**config.mk**
```make
export PLATFORM = sky130hd
export DESIGN_NAME = jpeg_bitpack_flat
export DESIGN_NICKNAME = d
export VERILOG_FILES = /design/src/rtl/jpeg_bitpack_if.sv /design/src/rtl/jpeg_bitpack.sv /design/src/flat_wrapper.sv
export SDC_FILE = /design/constraint.sdc
export NUM_CORES = 1
export LEC_CHECK = 0
export CAP_MARGIN = 30
export CORE_MARGIN = 3
export CORE_UTILIZATION = 53
export CTS_CLUSTER_SIZE = 20
export DETAILED_ROUTE_END_ITERATION = 8
export GPL_ROUTABILITY_DRIVEN = 0
export PLACE_DENSITY = 0.82
export SETUP_SLACK_MARGIN = 0.5
export SYNTH_ARGS = -nofsm -noshare
export SYNTH_HDL_FRONTEND = slang
export SYNTH_SLANG_ARGS = --single-unit
```
**constraint.sdc**
```tcl
create_clock -name clk -period 4.83 [get_ports clk]
set_input_delay 0.7245 -clock clk [delete_from_list [all_inputs] [get_ports clk]]
set_output_delay 0.7245 -clock clk [all_outputs]
set_load 0.02 [all_outputs]
```
**src/rtl/jpeg_bitpack_if.sv**
```systemverilog
// jpeg_bitpack_if: entropy-code input and 16-bit beat output handshakes of the bit packer
interface jpeg_bitpack_if;
    logic        in_valid;
    logic        in_ready;
    logic [26:0] in_bits;
    logic [4:0]  in_len;
    logic        in_flush;
    logic        out_ena;
    logic        out_rdy;
    logic [15:0] out_bits;
    logic [1:0]  out_valid;
    logic        done_flush;
    modport master (
        output in_valid, in_bits, in_len, in_flush, out_rdy,
        input  in_ready, out_ena, out_bits, out_valid, done_flush
    );
    modport slave (
        input  in_valid, in_bits, in_len, in_flush, out_rdy,
        output in_ready, out_ena, out_bits, out_valid, done_flush
    );
endinterface

```
**src/rtl/jpeg_bitpack.sv**
```systemverilog
// jpeg_bitpack: packs variable-length codes MSB-first into stuffed 16-bit beats with 1-padded flush
module jpeg_bitpack (
    input logic           clk,
    input logic           rst,
    jpeg_bitpack_if.slave bp
);
    typedef enum logic [1:0] {RUN, PAD, FINAL} state_t;
    state_t      state_q, state_d;
    logic [39:0] acc_q, acc_d, acc_s;
    logic [5:0]  cnt_q, cnt_d, cnt_s;
    logic        stuff_q, stuff_d;
    logic        flush_q, flush_d;
    logic [15:0] word_q, word_d, word_x;
    logic [1:0]  wcnt_q, wcnt_d, wcnt_x;
    logic        xfer, accept, fin, slot_free;
    logic        take_stuff, take_byte, take_pad, mv;
    logic [7:0]  byte_v;
    logic [26:0] code;
    logic [6:0]  sh;

    assign bp.in_ready   = state_q == RUN && !flush_q && cnt_q <= 6'd13;
    assign bp.out_ena    = wcnt_q == 2'd2 || state_q == FINAL;
    assign bp.out_valid  = wcnt_q == 2'd2 ? 2'b11 : (state_q == FINAL && wcnt_q == 2'd1) ? 2'b10 : 2'b00;
    assign bp.out_bits   = word_q;
    assign bp.done_flush = state_q == FINAL;

    // Byte stage, code append, word register fill and RUN/PAD/FINAL sequencing
    always_comb begin
        xfer       = bp.out_ena && bp.out_rdy;
        accept     = bp.in_valid && bp.in_ready;
        fin        = state_q == FINAL && xfer;
        slot_free  = wcnt_q != 2'd2 || xfer;
        take_stuff = stuff_q;
        take_byte  = !stuff_q && cnt_q >= 6'd8;
        take_pad   = state_q == PAD && !stuff_q && cnt_q != 6'd0 && cnt_q < 6'd8;
        mv         = slot_free && state_q != FINAL && (take_stuff || take_byte || take_pad);
        byte_v     = take_stuff ? 8'h00 : take_byte ? acc_q[39:32] : acc_q[39:32] | (8'hFF >> cnt_q[2:0]);
        acc_s      = mv && !take_stuff ? acc_q << 8 : acc_q;
        cnt_s      = mv && take_byte ? cnt_q - 6'd8 : mv && take_pad ? 6'd0 : cnt_q;
        stuff_d    = mv ? !take_stuff && byte_v == 8'hFF : stuff_q;
        code       = bp.in_bits & ~(27'h7FF_FFFF << bp.in_len);
        sh         = 7'd40 - {1'b0, cnt_s} - {2'b0, bp.in_len};
        acc_d      = fin ? 40'h0 : accept ? acc_s | ({13'b0, code} << sh) : acc_s;
        cnt_d      = fin ? 6'd0 : accept ? cnt_s + {1'b0, bp.in_len} : cnt_s;
        flush_d    = !fin && (flush_q || (accept && bp.in_flush));
        wcnt_x     = xfer ? 2'd0 : wcnt_q;
        word_x     = xfer ? 16'h0 : word_q;
        word_d     = !mv ? word_x : wcnt_x == 2'd0 ? {byte_v, 8'h00} : {word_x[15:8], byte_v};
        wcnt_d     = wcnt_x + {1'b0, mv};
        state_d    = state_q == RUN && flush_q && cnt_q < 6'd8 && !stuff_q ? PAD :
                     state_q == PAD && cnt_s == 6'd0 && !stuff_d ? FINAL :
                     fin ? RUN : state_q;
    end

    // State registers; reset drops all buffered bits and any held beat
    always_ff @(posedge clk) begin
        if (rst) begin
            state_q <= RUN;
            acc_q   <= '0;
            cnt_q   <= '0;
            stuff_q <= 1'b0;
            flush_q <= 1'b0;
            word_q  <= '0;
            wcnt_q  <= '0;
        end else begin
            state_q <= state_d;
            acc_q   <= acc_d;
            cnt_q   <= cnt_d;
            stuff_q <= stuff_d;
            flush_q <= flush_d;
            word_q  <= word_d;
            wcnt_q  <= wcnt_d;
        end
    end
endmodule
```
**src/flat_wrapper.sv**
```systemverilog
// flat-port wrapper written by rule: the top's interface ports become plain ports
module jpeg_bitpack_flat 
  (clk, rst, bp_in_valid, bp_in_bits, bp_in_len, bp_in_flush, bp_out_rdy, bp_in_ready, bp_out_ena, bp_out_bits, bp_out_valid, bp_done_flush);
  jpeg_bitpack_if bp_i ();
  input logic clk;
  input logic rst;
  input wire logic [$bits(bp_i.in_valid)-1:0] bp_in_valid;
  input wire logic [$bits(bp_i.in_bits)-1:0] bp_in_bits;
  input wire logic [$bits(bp_i.in_len)-1:0] bp_in_len;
  input wire logic [$bits(bp_i.in_flush)-1:0] bp_in_flush;
  input wire logic [$bits(bp_i.out_rdy)-1:0] bp_out_rdy;
  output wire logic [$bits(bp_i.in_ready)-1:0] bp_in_ready;
  output wire logic [$bits(bp_i.out_ena)-1:0] bp_out_ena;
  output wire logic [$bits(bp_i.out_bits)-1:0] bp_out_bits;
  output wire logic [$bits(bp_i.out_valid)-1:0] bp_out_valid;
  output wire logic [$bits(bp_i.done_flush)-1:0] bp_done_flush;
  assign bp_i.in_valid = bp_in_valid;
  assign bp_i.in_bits = bp_in_bits;
  assign bp_i.in_len = bp_in_len;
  assign bp_i.in_flush = bp_in_flush;
  assign bp_i.out_rdy = bp_out_rdy;
  assign bp_in_ready = bp_i.in_ready;
  assign bp_out_ena = bp_i.out_ena;
  assign bp_out_bits = bp_i.out_bits;
  assign bp_out_valid = bp_i.out_valid;
  assign bp_done_flush = bp_i.done_flush;
  jpeg_bitpack u_core (.clk(clk), .rst(rst), .bp(bp_i));
endmodule
```
==> impl_metrics.py, run 1 <==
metrics = {
    "clock_network": {
        "clock-root-buffer": "clkbuf_16",
        "cts.sinks": 68,
        "hold_buffers": 0,
        "cts_buffers": 9,
        "cts_htree_levels": 3,
        "cts.clk_slew.worst_paths_ns": 0.06,
        "tritoncts": "done",
        "clk_path_buf_depth": 2,
        "clk_latency_ns": 0.34,
    },
    "synthesis": {
        "synthArstFlopShare_pct": 0,
        "ys_seq_area_share_pct": 22.1,
        "yosysWarningCount": 0,
        "ys_ff_latch": 68,
        "syn_avg_cell_area_um2": 7.36,
        "synth_area_leaders": "dfxtp_1, nand2_1, nor2_1",
        "synthFlopType": "dfxtp_1",
        "synth_cell_types": 79,
        "ys_top_cells_by_count": "nand2_1, nor2_1, dfxtp_1",
        "synthCells": 837,
        "synth.most_common_cell": "nand2_1",
        "yosysTopAreaCell": "dfxtp_1",
        "synth_top_cell_area_share_pct": 22.1,
        "syn_area_um2": 6160,
        "syn-num-nets": 890,
        "synth_edf_count": 0,
    },
    "timing": {
        "timing.final.crit_share_pct": 87.3,
        "hold_viol_final": 0,
        "fin_worst_skew_ns": 0.00893,
        "grt_setup_unrepaired": "no",
        "hold_ws_ns": 0.464,
        "slew_violations": 0,
        "fmax_ghz": 0.237,
        "period_needed_ns": 4.22,
        "worst_pin_slew_ns": 0.768,
        "final-setup-viol-count": 0,
        "slew-limit-headroom_pct": 48.4,
    },
    "route": {
        "wl_per_cell_um": 21.0,
        "postRouteAntennaNets": 0,
        "vias": 7704,
        "dr.pass1.iters": 7,
        "drc": 0,
        "wl_um": 22500,
        "routed_via_density": 7.21,
        "drt-initial-drc-count": 1344,
    },
    "global_route": {
        "overflow": 0,
        "grt_pass1_vias": 7257,
        "grt_max_degree": 39,
        "track_usage_pct": 33.9,
        "grt_pass1_wl_um": 36100,
        "antenna_found_initial": 0,
    },
    "floorplanning": {
        "rows": 38,
        "dieWidth_um": 114,
        "floorplan.initialDensity_pct": 55.6,
        "die_area_um2": 13000,
        "coreArea_um2": 11100,
        "die-height_um": 114,
        "ioPinCount": 58,
    },
    "critical_path": {
        "path_common_cell": "buf_6",
        "path_cells": "clkdlybuf4s50_1, or3b_2, o41ai_4, ha_4, inv_1, fa_2, buf_6, inv_2, buf_12, nor2_4, buf_6, buf_4, a22oi_1, a2111oi_0, nor3_1",
        "cp_num_buf_inv": 7,
        "crit_required_ns": 5.03,
        "arrival_ns": 4.42,
        "end_kind": "register",
        "slowest_stage": "fa_2",
        "max_stage_delay_ns": 0.58,
        "start_kind": "input pin",
        "worstSetupPathType": "input pin to register",
        "path_max_fanout": 18,
        "crit_family": "buffers and inverters",
    },
    "place": {
        "dpl_cell_area_um2": 7330,
        "dp.final_hpwl_um": 16400,
        "place_inst": 1049,
        "numPortBuffers": 57,
    },
    "finish": {
        "flow.area_growth_from_synthesis_pct": 27.4,
        "insertedDiodeCount": 0,
        "drive_gt1_share_pct": 18.4,
        "final_area_um2": 7850,
        "fill_cells": 888,
        "fin_nets": 977,
        "fin_cells": 1069,
    },
    "power_and_ir_drop": {
        "power.density_nw_per_um2": 889,
        "p_leak_nw": 2.82,
        "ir_drop_mv": 0.510,
        "power_mw": 6.97,
    },
    "run": {
        "drv_cap": 0,
    },
    "worst_hold_path": {
        "hp-class": "register to register",
    },
    "outcome": {
        "status": "completed",
    },
}
==> stage by stage <==
| stage | util (%) | setup WS (ns) | TNS (ns) |
|---|---|---|---|
| final | 70.8 | 0.612 | 0 |
| after global routing | 70.8 | 0.530 | 0 |
| after CTS | 69.8 | 0.528 | 0 |
| after detailed placement | 66.1 | -0.0736 | -0.309 |
| after global placement | 66.1 | -0.0503 | -0.0525 |
| after floorplan | - | 0.488 | 0 |
==> worst paths after layout <==
check	from	end	slack, ns	cells past startpoint
max	bp_in_len[0]	u_core.acc_q[35]$_SDFF_PP0_	0.61	15
min	u_core.acc_q[1]$_SDFF_PP0_	u_core.acc_q[1]$_SDFF_PP0_	0.46	2
min reg2reg	u_core.acc_q[1]$_SDFF_PP0_	u_core.acc_q[1]$_SDFF_PP0_	0.46	2
max reg2reg	u_core.cnt_q[4]$_SDFF_PP0_	u_core.acc_q[30]$_SDFF_PP0_	0.65	17
==> repair_timing <==
| action | in CTS | in global routing |
|---|---|---|
| pin swaps | 3 | 8 |
| resized for setup | 22 | 23 |
| cloned | 0 | 1 |
| setup buffers | 0 | 3 |
| hold endpoints to repair | 0 | 0 |
| endpoints found under the setup margin | 32 | 28 |
==> cell usage in the layout, fill, tap and decap left out, drive strengths merged, types with 6 or more instances in the layout <==
cell | Yosys | layout
a21oi | 44 | 44
dfxtp | 68 | 68
nand2 | 82 | 82
buf | 20 | 84
a211oi | 35 | 35
nand4 | 11 | 11
nor2 | 76 | 76
or3 | 8 | 8
o31ai | 12 | 12
mux2 | 16 | 16
ha | 12 | 12
mux2i | 26 | 26
nor2b | 8 | 8
a311oi | 8 | 8
clkbuf | 45 | 9
a22oi | 16 | 16
o311ai | 11 | 11
nand2b | 17 | 17
a2111oi | 6 | 6
o221ai | 6 | 6
o22ai | 13 | 13
o211ai | 15 | 15
o21ai | 33 | 33
a31oi | 24 | 24
nor4 | 13 | 13
clkdlybuf4s50 | 0 | 56
inv | 28 | 31
o2111ai | 8 | 8
nand3 | 33 | 33
and3 | 6 | 6
nor3 | 41 | 41
==> kinds of logic after synthesis <==
group                    count (synthesis)  share of synthesized area [%]
AND/OR/NAND/NOR                        318                           24.9
AO/OA/AOI/OAI                          287                           33.9
buffers and inverters                   95                           6.07
flip-flops                              68                           22.1
multiplexers                            44                           7.88
adder cells (fa/ha/maj)                 16                           3.74
XOR/XNOR                                 9                           1.40
==> where the power goes <==
group | switching, mW | leakage (nW) | internal (mW)
Combinational | 3.26 | 2.12 | 2.19
Clock | 0.271 | 0.149 | 0.408
Sequential | 0.128 | 0.552 | 0.718
==> layout make-up <==
cell class / count / area (um^2) / share of cell area, %
sequential: 68 / 1360 / 17.3
tap: 140 / 175 / 2.23
inverter: 30 / 113 / 1.43
clock buffer: 9 / 225 / 2.87
multi-input combinational: 674 / 4640 / 59.1
clock inverter: 7 / 83.8 / 1.07
timing repair buffer: 141 / 1250 / 15.9
==> metal layers <==
layer	share of wire (%)	wire (um)	vias to the layer above	track usage [%]
li1	-	-	3405	-
met5	0	0	-	0
met4	5.1	1140	0	15.4
met3	10	2340	152	6.90
met2	47	10500	567	56.1
met1	38	8520	3580	42.6
==> worst register-to-register path: cells and delay by family, from the launching register on <==
kind	cells	cell delay [ns]
adders and majority gates	3	0.90
AOI/OAI and AO/OA	4	0.91
and+or+nand+nor	4	1.24
buffers and inverters	6	0.64
DFF	1	0.36
==> flip-flops by register name (all words and copies together) (netlist names) <==
register,cells
u_core.acc_q,40
u_core.bp.out_bits,16
u_core.cnt_q,6
u_core.flush_q,1
u_core.state_q,2
u_core.stuff_q,1
u_core.wcnt_q,2
Power figures use the tool's default switching activity.
==> run 2, diff against run 1 <==
--- a/config.mk
+++ b/config.mk
@@ -10,9 +10,9 @@
 export CORE_UTILIZATION = 53
 export CTS_CLUSTER_SIZE = 20
 export DETAILED_ROUTE_END_ITERATION = 8
-export GPL_ROUTABILITY_DRIVEN = 0
 export PLACE_DENSITY = 0.82
 export SETUP_SLACK_MARGIN = 0.5
 export SYNTH_ARGS = -nofsm -noshare
 export SYNTH_HDL_FRONTEND = slang
 export SYNTH_SLANG_ARGS = --single-unit
+export TNS_END_PERCENT = 50
==> run 2 against run 1 <==
  * Sequential share of layout area shrank 0.44 points
  * Largest cell class unchanged
  * Global-route usage grew 4.0 points
  * The run now ends with DRC left
  * Fmax shrank 2.8%
  * Final cell count grew 1.9%
  * Worst hold slack gained 0.013 ns
==> impl_metrics.py, run 2 (synthesized netlist as in run 1, its figures left out) <==
metrics = {
    "outcome": {
        "status": "finished, violations left",
        "violations": "DRC",
    },
    "critical_path": {
        "arrival_ns": 4.61,
        "crit_family": "buffers and inverters",
        "path_max_fanout": 12,
        "path_cells": "clkdlybuf4s50_1, nor3b_2, or4_4, nand2_2, inv_1, ha_4, inv_2, ha_4, inv_1, fa_2, buf_2, buf_4, nand2_1, o221ai_1, nand2_1, a31oi_1",
        "worstSetupPathType": "input pin to register",
        "end_kind": "register",
        "max_stage_delay_ns": 0.61,
        "slowest_stage": "fa_2",
        "start_kind": "input pin",
        "crit_required_ns": 5.10,
        "cp_num_buf_inv": 6,
    },
    "worst_hold_path": {
        "hp-class": "register to register",
    },
    "clock_network": {
        "hold_buffers": 0,
        "cts.sinks": 68,
        "cts_htree_levels": 3,
        "tritoncts": "done",
        "clock-root-buffer": "clkbuf_16",
        "clk_path_buf_depth": 2,
        "cts.clk_slew.worst_paths_ns": 0.06,
        "clk_latency_ns": 0.34,
        "cts_buffers": 9,
    },
    "global_route": {
        "antenna_found_initial": 0,
        "grt_pass1_vias": 7499,
        "overflow": 0,
        "grt_max_degree": 39,
        "track_usage_pct": 38.0,
        "grt_pass1_wl_um": 39200,
    },
    "place": {
        "dpl_cell_area_um2": 7470,
        "numPortBuffers": 57,
        "place_inst": 1067,
        "dp.final_hpwl_um": 18400,
        "gp_congestion": 1.04,
        "place_ws_ns": -0.0830,
    },
    "timing": {
        "period_needed_ns": 4.34,
        "grt_setup_unrepaired": "yes",
        "hold_ws_ns": 0.477,
        "finalWorstSetupSlack_ns": 0.491,
        "slew-limit-headroom_pct": 34.2,
        "fmax_ghz": 0.230,
        "hold_viol_final": 0,
        "timing.final.crit_share_pct": 89.8,
        "fin_worst_skew_ns": 0.00543,
        "tns_ns": 0,
        "slew_violations": 0,
        "worst_pin_slew_ns": 0.978,
        "final-setup-viol-count": 0,
    },
    "route": {
        "drc": 1,
        "drt-initial-drc-count": 1011,
        "wl_per_cell_um": 22.9,
        "wl_um": 25000,
        "dr.pass1.iters": 9,
        "routed_via_density": 7.18,
        "vias": 7817,
        "postRouteAntennaNets": 0,
    },
    "floorplanning": {
        "dieWidth_um": 114,
        "die_area_um2": 13000,
        "rows": 38,
        "floorplan.initialDensity_pct": 55.6,
        "die-height_um": 114,
        "ioPinCount": 58,
        "coreArea_um2": 11100,
    },
    "finish": {
        "drive_gt1_share_pct": 20.9,
        "layout_commonest_cell": "buf_4",
        "final_area_um2": 8050,
        "flow.area_growth_from_synthesis_pct": 30.7,
        "fin_cells": 1089,
        "largest_reg_flops": 40,
        "fill_cells": 877,
        "insertedDiodeCount": 0,
        "fin_nets": 997,
        "layout_common_cells": "buf_4, nand2_1, nor2_1",
        "utilization_pct": 72.7,
        "largest_register": "u_core.acc_q",
    },
    "run": {
        "drv_cap": 0,
    },
    "power_and_ir_drop": {
        "power.density_nw_per_um2": 912,
        "p_leak_nw": 2.92,
        "power_mw": 7.34,
        "ir_drop_mv": 0.633,
    },
}
run 2: what timing repair did:
| item | CTS | global route |
|---|---|---|
| pin swaps | 7 | 2 |
| gates cloned | 1 | 0 |
| resized for setup | 35 | 17 |
| buffers inserted | 3 | 2 |
| setup endpoints to repair | 36 | 28 |
run 2: where the power goes:
group | internal, mW | leakage [nW] | switching [mW]
clock network | 0.409 | 0.145 | 0.288
logic | 2.32 | 2.23 | 3.47
registers | 0.718 | 0.552 | 0.138
total | 3.45 | 2.92 | 3.89
run 2: path summary, 6_finish.rpt:
check	from	endpoint	slack, ns	cells past startpoint
worst max-delay path	bp_out_rdy	u_core.acc_q[24]$_SDFF_PP0_	0.49	16
worst min-delay path	u_core.acc_q[13]$_SDFF_PP0_	u_core.acc_q[13]$_SDFF_PP0_	0.48	2
worst max register to register	u_core.cnt_q[4]$_SDFF_PP0_	u_core.acc_q[24]$_SDFF_PP0_	0.57	15
worst min register to register	u_core.acc_q[13]$_SDFF_PP0_	u_core.acc_q[13]$_SDFF_PP0_	0.48	2
run 2: worst min-delay path, cell delays in order, from the launching register on:
cell     delay (ns)
dfxtp_1        0.31
nand2_1        0.05
a31oi_1        0.06
run 2: cell type report:
cell class | count | area [um^2] | area share, %
clock buffers | 9 | 225 | 2.80
clock inverters | 7 | 82.6 | 1.03
inverters | 30 | 113 | 1.40
multi-input cells | 674 | 4690 | 58.2
flip-flops and latches | 68 | 1360 | 16.9
well taps | 140 | 175 | 2.18
repair buffers | 161 | 1410 | 17.5
run 2: routing by layer:
metal  track usage [%]  wire [um]
met1              45.7       9380
met2              62.9      11500
met3              8.01       2380
met4              21.3       1670
met5                 0          0
==> run 3, diff against run 2 <==
--- a/config.mk
+++ b/config.mk
@@ -5,6 +5,7 @@
 export SDC_FILE = /design/constraint.sdc
 export NUM_CORES = 1
 export LEC_CHECK = 0
+export ABC_CLOCK_PERIOD_IN_PS = 4830
 export CAP_MARGIN = 30
 export CORE_MARGIN = 3
 export CORE_UTILIZATION = 53
==> constraint.sdc (replaced) <==
create_clock -name clk -period 4.83 [get_ports clk]
set_input_delay 0.483 -clock clk [delete_from_list [all_inputs] [get_ports clk]]
set_output_delay 0.483 -clock clk [all_outputs]
set_load 0.02 [all_outputs]
==> run 3 against run 2 <==
  * The flow now finishes without violations
  * Clock-buffer cell count stayed put
  * Core utilization is 3.0 points lower
  * Sequential power is 0.5% lower
  * Die area stayed put
==> impl_metrics.py, run 3 (synthesized netlist as in run 1, its figures left out) <==
metrics = {
    "outcome": {
        "status": "completed",
    },
    "finish": {
        "flow.area_growth_from_synthesis_pct": 25.2,
        "layout_common_cells": "nand2_1, nor2_1, dfxtp_1",
        "insertedDiodeCount": 0,
        "seqCellArea_um2": 1370,
        "multiInputGateArea_um2": 4570,
        "largest_register": "u_core.acc_q",
        "fill_cells": 886,
        "layout_commonest_cell": "nand2_1",
        "largest_reg_flops": 40,
        "final_area_um2": 7720,
        "drive_gt1_share_pct": 16.4,
        "fin_nets": 961,
    },
    "route": {
        "postRouteAntennaNets": 0,
        "vias": 7541,
        "wl_um": 24200,
        "dr.pass1.iters": 6,
        "drt-initial-drc-count": 1127,
        "wl_per_cell_um": 23.0,
        "drc": 0,
        "routed_via_density": 7.16,
    },
    "critical_path": {
        "crit_family": "simple AND/OR/NAND/NOR gates",
        "crit_required_ns": 5.08,
        "path_max_fanout": 8,
        "max_stage_delay_ns": 0.54,
        "start_kind": "input pin",
        "slowest_stage": "a2111o_1",
        "cp_num_buf_inv": 3,
        "reg2reg_slack_ns": 0.63,
        "arrival_ns": 4.46,
        "path_common_cell": "or3_1",
        "worstSetupPathType": "input pin to register",
        "path_cells": "clkdlybuf4s50_1, nor3b_2, buf_4, or3_1, mux2_4, ha_4, inv_1, ha_2, and3_1, or3_1, a2111o_1, or2_2, a31o_2, a311oi_2",
        "end_kind": "register",
    },
    "clock_network": {
        "cts.sinks": 68,
        "cts.clk_slew.worst_paths_ns": 0.06,
        "clk_latency_ns": 0.34,
        "cts_buffers": 9,
        "hold_buffers": 0,
        "clock-root-buffer": "clkbuf_16",
        "tritoncts": "done",
        "cts_htree_levels": 3,
        "clk_path_buf_depth": 2,
    },
    "worst_hold_path": {
        "hp-class": "register to register",
    },
    "global_route": {
        "grt_max_degree": 39,
        "antenna_found_initial": 0,
        "grt_pass1_wl_um": 38900,
        "overflow": 0,
        "grt_pass1_vias": 7271,
        "track_usage_pct": 37.3,
    },
    "timing": {
        "slew-limit-headroom_pct": 30.7,
        "tns_ns": 0,
        "final-setup-viol-count": 0,
        "grt_setup_unrepaired": "no",
        "fin_worst_skew_ns": 0.00773,
        "slew_violations": 0,
        "fmax_ghz": 0.238,
        "worst_pin_slew_ns": 1.03,
        "finalWorstSetupSlack_ns": 0.620,
        "timing.final.crit_share_pct": 87.2,
        "hold_viol_final": 0,
        "period_needed_ns": 4.21,
    },
    "floorplanning": {
        "die_area_um2": 13000,
        "rows": 38,
        "die-height_um": 114,
        "coreArea_um2": 11100,
        "dieWidth_um": 114,
        "floorplan.initialDensity_pct": 55.6,
        "ioPinCount": 58,
    },
    "place": {
        "dpl_cell_area_um2": 7210,
        "numPortBuffers": 57,
        "dp.final_hpwl_um": 18000,
        "gp_congestion": 0.994,
        "place_ws_ns": 0.0162,
    },
    "power_and_ir_drop": {
        "p_seq_share_pct": 12.2,
        "p_int_mw": 3.24,
        "netSwitchingPower_mw": 3.73,
        "power.density_nw_per_um2": 903,
        "ir_drop_mv": 0.699,
        "switching_share_pct": 53.5,
        "p_leak_nw": 2.76,
        "p_comb_share_pct": 77.1,
        "pwr-share-clk_pct": 10.7,
    },
    "run": {
        "drv_cap": 0,
    },
}
run 3: cell count changes in the layout (fill, tap and decap cells not counted), sizes merged:
cell / delta
buf: -37
bufbuf: +1
inv: -1
clkinv: +1
clkinvlp: -1
bufinv: +1
run 3: power by group through the flow:
stage	combinational [mW]	clock (mW)	sequential, mW
2_1_floorplan	3.10	0	0.856
3_3_place_gp	4.84	0	0.841
3_5_place_dp	4.92	0	0.850
4_1_cts	5.11	0.741	0.840
5_1_grt	5.69	0.764	0.864
6_report	5.37	0.742	0.852
run 3: area by class of cell:
cell class / instances / area share [%]
inverters: 30 / 1.46
repair buffers: 125 / 15.0
multi-input cells: 674 / 59.2
clock buffers: 9 / 2.92
clock inverters: 7 / 1.39
flip-flops and latches: 68 / 17.7
well taps: 140 / 2.27
run 3: worst reg2reg max path, delay by kind of cell, from the launching register on:
kind | cells | cell delay (ns)
and+or+nand+nor | 5 | 1.55
buffers and inverters | 2 | 0.26
AOI/OAI and AO/OA | 3 | 0.96
DFF | 1 | 0.42
adders and majority gates | 2 | 0.60
muxes | 1 | 0.32
run 3: worst paths after layout:
kind	from	depth (start not counted)	to
setup / recovery	bp_out_rdy	14	u_core.acc_q[34]$_SDFF_PP0_
hold / removal	u_core.bp.out_bits[10]$_SDFF_PP0_	2	u_core.bp.out_bits[10]$_SDFF_PP0_
setup reg to reg	u_core.state_q[0]$_SDFFE_PP0P_	13	u_core.acc_q[34]$_SDFF_PP0_
hold reg to reg	u_core.bp.out_bits[10]$_SDFF_PP0_	2	u_core.bp.out_bits[10]$_SDFF_PP0_
run 3: repair_timing:
action | in CTS | in global routing
endpoints found under the hold margin | 0 | 0
gates resized for setup | 19 | 14
setup buffers | 2 | 0
setup endpoints to repair | 33 | 32
pin swaps | 4 | 2
cloned | 1 | 0
run 3: metal layers:
metal	vias to the layer above	global-route usage, %	wire length (um)
met1	3546	45.3	9290
li1	3367	-	-
met5	-	0	0
met2	507	65.2	11600
met4	0	15.0	1150
met3	121	6.58	2180
run 3: through the flow:
| step | util (%) | std cells | total power [mW] | hold slack [ns] |
|---|---|---|---|---|
| after floorplan | - | 837 | 3.96 | 0.432 |
| after global placement | 65.1 | 1034 | 5.68 | 0.441 |
| after detailed placement | 65.1 | 1034 | 5.77 | 0.452 |
| after CTS | 69.1 | 1053 | 6.69 | 0.460 |
| after global routing | 69.7 | 1053 | 7.31 | 0.494 |
| final | 69.7 | 1053 | 6.96 | 0.464 |
